File: config.mk
export PLATFORM = sky130hd
export DESIGN_NAME = sap3_core
export DESIGN_NICKNAME = d
export VERILOG_FILES = /design/src/rtl/sap3_pkg.sv /design/src/rtl/sap3_stack.sv /design/src/rtl/sap3_core.sv
export SDC_FILE = /design/constraint.sdc
export NUM_CORES = 2
export LEC_CHECK = 0
export CORE_AREA = 2 2 659 661
export CTS_CLUSTER_DIAMETER = 200
export DETAILED_ROUTE_END_ITERATION = 10
export DIE_AREA = 0 0 661 663
export HOLD_SLACK_MARGIN = 0.02
export PLACE_DENSITY = 0.5
export RECOVER_POWER = 50
export SLEW_MARGIN = 25
export SYNTH_ARGS = -nofsm -noshare
export SYNTH_HDL_FRONTEND = slang
export SYNTH_SLANG_ARGS = --single-unit
File: constraint.sdc
create_clock -name clk -period 38.6 [get_ports clk]
set_input_delay 5.79 -clock clk [delete_from_list [all_inputs] [get_ports clk]]
set_output_delay 5.79 -clock clk [all_outputs]
set_load 0.02 [all_outputs]
File: src/rtl/sap3_pkg.sv
// Shared opcode, sub-op and state encodings for the SAP-3 accumulator core.
package sap3_pkg;

  // Memory-reference opcodes, held in the top nibble of the instruction
  localparam logic [3:0] OP_LDA  = 4'h0;
  localparam logic [3:0] OP_ADD  = 4'h1;
  localparam logic [3:0] OP_SUB  = 4'h2;
  localparam logic [3:0] OP_STA  = 4'h3;
  localparam logic [3:0] OP_LDB  = 4'h4;
  localparam logic [3:0] OP_CALL = 4'h5;
  localparam logic [3:0] OP_JMP  = 4'h6;
  localparam logic [3:0] OP_JAC  = 4'h7;
  localparam logic [3:0] OP_JAZ  = 4'h8;
  localparam logic [3:0] OP_JAN  = 4'h9;
  localparam logic [3:0] OP_GRP  = 4'hF;

  // Register-only operations, selected by the second nibble when op is OP_GRP
  localparam logic [3:0] SUB_RET = 4'h0;
  localparam logic [3:0] SUB_AND = 4'h8;
  localparam logic [3:0] SUB_OR  = 4'h9;
  localparam logic [3:0] SUB_XOR = 4'hA;
  localparam logic [3:0] SUB_NOT = 4'hB;
  localparam logic [3:0] SUB_INC = 4'hC;
  localparam logic [3:0] SUB_INP = 4'hD;
  localparam logic [3:0] SUB_OUT = 4'hE;
  localparam logic [3:0] SUB_HLT = 4'hF;

  typedef enum logic [1:0] {
    ST_FETCH = 2'd0,
    ST_EXEC  = 2'd1,
    ST_HALT  = 2'd2
  } state_t;

endpackage

File: src/rtl/sap3_stack.sv
// Hardware return-address stack for CALL/RET. sp counts stored entries;
// the caller checks full/empty before pushing or popping, and the stack
// also ignores a push when full or a pop when empty.
module sap3_stack #(
  parameter int AW          = 8,
  parameter int STACK_DEPTH = 4
) (
  input  logic          clk,
  input  logic          clr,
  input  logic          push,
  input  logic          pop,
  input  logic [AW-1:0] push_data,
  output logic [AW-1:0] top,
  output logic          full,
  output logic          empty
);

  localparam int SPW = $clog2(STACK_DEPTH + 1);
  localparam int IW  = (STACK_DEPTH > 1) ? $clog2(STACK_DEPTH) : 1;

  logic [AW-1:0]  entries [2**IW];
  logic [SPW-1:0] sp_q;
  logic [SPW-1:0] sp_dec;

  assign sp_dec = sp_q - SPW'(1);
  assign full   = (sp_q == SPW'(STACK_DEPTH));
  assign empty  = (sp_q == '0);
  assign top    = entries[sp_dec[IW-1:0]];

  // Stack pointer: cleared by clr, moves by one on a legal push or pop
  // NOTE: sequential state uses <= so every register samples pre-edge values.
  always_ff @(posedge clk) begin
    if (clr) begin
      sp_q <= '0;
    end else if (push && !full) begin
      sp_q <= sp_q + SPW'(1);
    end else if (pop && !empty) begin
      sp_q <= sp_dec;
    end
  end

  // Entry storage: written on push only
  // NOTE: storage arrays take no reset; sp alone decides what is valid.
  always_ff @(posedge clk) begin
    if (push && !full && !clr) begin
      entries[sp_q[IW-1:0]] <= push_data;
    end
  end

endmodule

File: src/rtl/sap3_core.sv
// SAP-3 accumulator CPU: internal RAM loaded through the prog port, a
// two-cycle FETCH/EXEC sequencer, A/B registers, carry flag, output
// register and a return stack for CALL/RET. Stack misuse halts with err.
module sap3_core
  import sap3_pkg::*;
#(
  parameter int DW          = 12,
  parameter int AW          = 8,
  parameter int STACK_DEPTH = 4
) (
  input  logic          clk,
  input  logic          clr,
  input  logic          prog,
  input  logic [AW-1:0] a,
  input  logic [DW-1:0] d,
  input  logic [DW-1:0] i,
  output logic [DW-1:0] out,
  output logic          halted,
  output logic          err
);

  logic [DW-1:0] mem [2**AW];

  state_t        state_q, state_d;
  logic [AW-1:0] pc_q, pc_d;
  logic [DW-1:0] ir_q, ir_d;
  logic [DW-1:0] acc_q, acc_d;
  logic [DW-1:0] b_q, b_d;
  logic          carry_q, carry_d;
  logic [DW-1:0] out_q, out_d;
  logic          err_q, err_d;

  logic          push, pop, sta_we;
  logic [AW-1:0] stack_top;
  logic          stack_full, stack_empty;

  logic [3:0]    op, sub;
  logic [AW-1:0] addr;
  logic [DW-1:0] fetch_word, m;
  logic          zero, neg;

  assign op         = ir_q[DW-1:DW-4];
  assign sub        = ir_q[DW-5:DW-8];
  assign addr       = ir_q[AW-1:0];
  assign fetch_word = mem[pc_q];
  assign m          = mem[addr];
  assign zero       = (acc_q == '0);
  assign neg        = acc_q[DW-1];

  assign out    = out_q;
  assign halted = (state_q == ST_HALT);
  assign err    = err_q;

  sap3_stack #(
    .AW          (AW),
    .STACK_DEPTH (STACK_DEPTH)
  ) u_stack (
    .clk       (clk),
    .clr       (clr),
    .push      (push),
    .pop       (pop),
    .push_data (pc_q),
    .top       (stack_top),
    .full      (stack_full),
    .empty     (stack_empty)
  );

  // RAM write port: programming port has priority over STA
  always_ff @(posedge clk) begin
    if (prog) begin
      mem[a] <= d;
    end else if (sta_we && !clr) begin
      mem[addr] <= acc_q;
    end
  end

  // Next-state, datapath and stack control for FETCH/EXEC/HALT
  // NOTE: every output gets a hold/idle default first, so no path can infer a latch.
  always_comb begin
    state_d = state_q;
    pc_d    = pc_q;
    ir_d    = ir_q;
    acc_d   = acc_q;
    b_d     = b_q;
    carry_d = carry_q;
    out_d   = out_q;
    err_d   = err_q;
    push    = 1'b0;
    pop     = 1'b0;
    sta_we  = 1'b0;

    if (prog) begin
      pc_d    = '0;
      state_d = ST_FETCH;
    end else begin
      case (state_q)
        ST_FETCH: begin
          ir_d    = fetch_word;
          pc_d    = pc_q + AW'(1);
          state_d = ST_EXEC;
        end
        ST_EXEC: begin
          state_d = ST_FETCH;
          case (op)
            OP_LDA: acc_d = m;
            OP_ADD: {carry_d, acc_d} = {1'b0, acc_q} + {1'b0, m};
            OP_SUB: begin
              acc_d   = acc_q - m;
              carry_d = (acc_q < m);
            end
            OP_STA: sta_we = 1'b1;
            OP_LDB: b_d = m;
            OP_CALL: begin
              if (stack_full) begin
                err_d   = 1'b1;
                state_d = ST_HALT;
              end else begin
                push = 1'b1;
                pc_d = addr;
              end
            end
            OP_JMP: pc_d = addr;
            OP_JAC: if (carry_q) pc_d = addr;
            OP_JAZ: if (zero) pc_d = addr;
            OP_JAN: if (neg) pc_d = addr;
            OP_GRP: begin
              case (sub)
                SUB_RET: begin
                  if (stack_empty) begin
                    err_d   = 1'b1;
                    state_d = ST_HALT;
                  end else begin
                    pop  = 1'b1;
                    pc_d = stack_top;
                  end
                end
                SUB_AND: acc_d = acc_q & b_q;
                SUB_OR:  acc_d = acc_q | b_q;
                SUB_XOR: acc_d = acc_q ^ b_q;
                SUB_NOT: acc_d = ~acc_q;
                SUB_INC: {carry_d, acc_d} = {1'b0, acc_q} + (DW + 1)'(1);
                SUB_INP: acc_d = i;
                SUB_OUT: out_d = acc_q;
                SUB_HLT: state_d = ST_HALT;
                default: ;
              endcase
            end
            default: ;
          endcase
        end
        default: ;
      endcase
    end
  end

  // Architectural registers: clr wins, otherwise take the computed next values
  always_ff @(posedge clk) begin
    if (clr) begin
      state_q <= ST_FETCH;
      pc_q    <= '0;
      ir_q    <= '0;
      acc_q   <= '0;
      b_q     <= '0;
      carry_q <= 1'b0;
      out_q   <= '0;
      err_q   <= 1'b0;
    end else begin
      state_q <= state_d;
      pc_q    <= pc_d;
      ir_q    <= ir_d;
      acc_q   <= acc_d;
      b_q     <= b_d;
      carry_q <= carry_d;
      out_q   <= out_d;
      err_q   <= err_d;
    end
  end

endmodule

==> metrics.txt <==
outcome finished, violations left; failing checks max-capacitance violations, max-slew violations; critical path endpoint category register; Slew @ Worst Pin 10170 ps; CP startpoint kind primary input; critical path's most frequent cell clkbuf_1; clock-pin slew on the worst setup and hold paths 50 ps; critical path required time 39210 ps; gr ovfl total 0; synthesized flop and latch total 3167; cell count after synthesis 7861; relative slew slack -578%; Power Density 48.2 nW/um2; M1 WL 228 mm; die extent in y 663 um; total negative setup slack 0 ps; asr flop ratio synth 0%; CTS tree done; Multi-input gate area 52700 um2; drt initial violations 13.7k; slowest stage cell on the critical path clkbuf_1; Final Core Density 39.1%; FP Rows 242; crit-path max FO 135; Layout Area Growth over Synthesis 12.3%; I/O pins 49; Post-CTS Setup Bufs 0; CTS Buffer Depth 4; WP buf/inv 6; final layout net count 8087; # DRC 0; Port Buffers 48; DIE WIDTH 661 um; Ys Warns 0; hold_buf cts 0; share of layout cells above drive strength 1 31.1%; power share of the clock group 41.4%; WL met2 270 mm; CP delay by family, top buffers and inverters; Synth Net Count 7956; reg2reg start ir_q[0]; root buf cell clkbuf_16; first-pass GRT wire length 808 mm; reg2reg path depth 18; final setup violating endpoints 0; Die ar. 438000 um2; WL per Instance 43.1 um; antenna-violating nets left 0; Crit Path Class primary input to register; Worst Hold Class register to register; critical path cell sequence dlygate4sd3_1, clkbuf_1, nor2_1, nand3_1, clkbuf_1, nand2_1, o21ai_4, clkbuf_1, clkbuf_1, buf_4; number of flops mapped to enable cells by yosys 3104; vias in the first global route 88.5k; Mapped Area 150000 um2; Period minus WS final 20110 ps; CTS H-tree lvls 5; Min-Delay Path Depth 2; Net Sw Frac 26.0%; RSZ-0062 raised after global routing false; Post-CTS Resized 0; total CTS buffers 340; Netlist cell types 97; Pint 6.02 mW; Worst Setup SP prog; crit path DAT 20720 ps; All-Layer GR Usage 27.1%; first drt pass iteration count 7; Mapped Avg Cell Area 19.1 um2; Comb pwr share 11.8%; Layout fillers 38.6k; drt via density 6.49; Flop pwr share 46.8%; Hold Vio Cnt, Final 0; Top Metal Used met5; crit share post-route 52.1%; skew final 62.2 ps; Leakage Power 49.6 nW; Sink Count 3167; Max Fclk 0.0497 GHz; DR WL met3 73.7 mm; DR vias 91.1k; max cap viols 56; Main synth FF type edfxtp_1; worst skew pair latency 980 ps; routability congestion estimate 0.955; register area share after synthesis 62.8%; starting density of the core 34.8%; VDD IR max 0.0000380 V; final wirelength 605 mm; Crit path largest cell delay 5930 ps; antenna violations before repair 51; register area 94500 um2; Critical Path Stages 10; hold_sp out[8]; Psw 2.12 mW; DP HPWL 400 mm; largest net degree at the start of global routing 176; CORE AREA 432000 um2; Pins Over Slew Limit 2785
flip-flops by register name (all words and copies together) (netlist names):
register         count
acc_q               12
b_q                 12
carry_q              1
err                  1
ir_q                12
mem               3072
out                 12
pc_q                 8
state_q              2
u_stack.entries     32
u_stack.sp_q         3
kinds of logic after synthesis:
logic type	after synthesis	share of synthesized area (%)
compound gates	923	4.35
mux	2038	26.7
xor+xnor	13	0.0757
flops	3167	62.8
fa+ha+maj	60	0.509
buf+inv	692	2.67
simple gates	968	2.89
cells in the mapped netlist, types with 29 or more instances:
cell type  count  share of area, %
nor2_1       386              0.96
inv_1         55              0.14
a211oi_1      45              0.22
buf_2        193              0.64
dfxtp_1       63              0.84
a21oi_1      154              0.51
o22ai_1       66              0.27
a22oi_1      178              0.89
mux2i_1      449               3.0
o211ai_1      31              0.15
clkbuf_1     249              0.62
buf_1         37             0.092
mux4_1        29              0.51
nand2_1      265              0.66
nor2b_1       32              0.13
nand2b_1      33              0.14
buf_4         56              0.28
nor3_1        56              0.19
nand3_1       82              0.27
o21ai_0      125              0.42
buf_8         33              0.33
ha_1          58              0.48
mux4_2      1544                23
a221oi_1     106              0.62
buf_6         44              0.33
edfxtp_1    3104                62
layer usage:
layer | track usage (%) | vias to the layer above
met5 | 0.0658 | -
met4 | 13.0 | 20
met3 | 8.41 | 1186
met2 | 40.2 | 6474
met1 | 36.1 | 49200
li1 | - | 34100
layout by cell type, fill, tap and decap left out, drive strengths merged, types with 10 or more instances in the layout:
master / synthesis / final
buf: 379 / 263
o31ai: 19 / 19
a221oi: 107 / 107
inv: 56 / 76
clkinvlp: 0 / 23
or3: 12 / 12
nor3: 58 / 58
a311oi: 10 / 10
edfxtp: 3104 / 3104
a211oi: 47 / 47
a221o: 20 / 20
nor2: 386 / 386
and2: 13 / 13
a2111oi: 10 / 10
dlygate4sd3: 0 / 15
mux4: 1573 / 1573
nor4: 15 / 15
o21ai: 128 / 128
nand2: 265 / 265
o22ai: 66 / 66
bufinv: 0 / 38
and3: 15 / 15
a22o: 28 / 28
clkdlybuf4s50: 0 / 32
clkbuf: 252 / 512
ha: 58 / 58
o221ai: 17 / 17
dfxtp: 63 / 63
mux2i: 449 / 449
a21oi: 156 / 156
nor2b: 32 / 32
a31oi: 26 / 26
o211ai: 31 / 31
nand4: 18 / 18
clkinv: 4 / 144
nand3: 83 / 83
diode: 0 / 35
a22oi: 179 / 179
mux2: 16 / 16
nand2b: 33 / 33
worst paths after layout:
check / to / slack [ps]
max: mem[102][5] / 18490
min: out[8] / 450
max reg2reg: acc_q[11] / 20140
min reg2reg: out[8] / 450
tightest hold or removal path, stage by stage, from the launching register on:
cell	delay, ps
dfxtp_1	300
nand2_1	50
a21oi_1	50
per-stage QoR:
step                      std cells  hold WS, ps  cell area (um2)  worst slack (ps)  power [mW]
final                         14000          450           169000             18490        8.14
after global routing          14000          466           169000             18380        8.31
after CTS                     14000          457           169000             28180        8.14
after detailed placement      13400          450           158000             27160        4.81
after global placement        13400          445           158000             27270        4.81
after floorplan                7861          458           150000             19540        4.44
final cells by class:
cell class | instances | area share [%]
Clock buffer | 401 | 5.24
Sequential cell | 3167 | 55.9
Clock inverter | 221 | 1.40
Tap cell | 5734 | 4.24
Inverter | 60 | 0.142
Multi-Input combinational cell | 4002 | 31.2
Timing Repair Buffer | 421 | 1.82
Antenna cell | 35 | 0.0518
power groups by stage:
stage / Clock [mW] / Sequential, mW / Combinational [mW]
6_report: 3.37 / 3.81 / 0.959
5_1_grt: 3.52 / 3.81 / 0.972
4_1_cts: 3.40 / 3.80 / 0.940
3_5_place_dp: 0 / 3.87 / 0.938
3_3_place_gp: 0 / 3.87 / 0.934
2_1_floorplan: 0 / 3.90 / 0.543
Power figures use the tool's default switching activity.
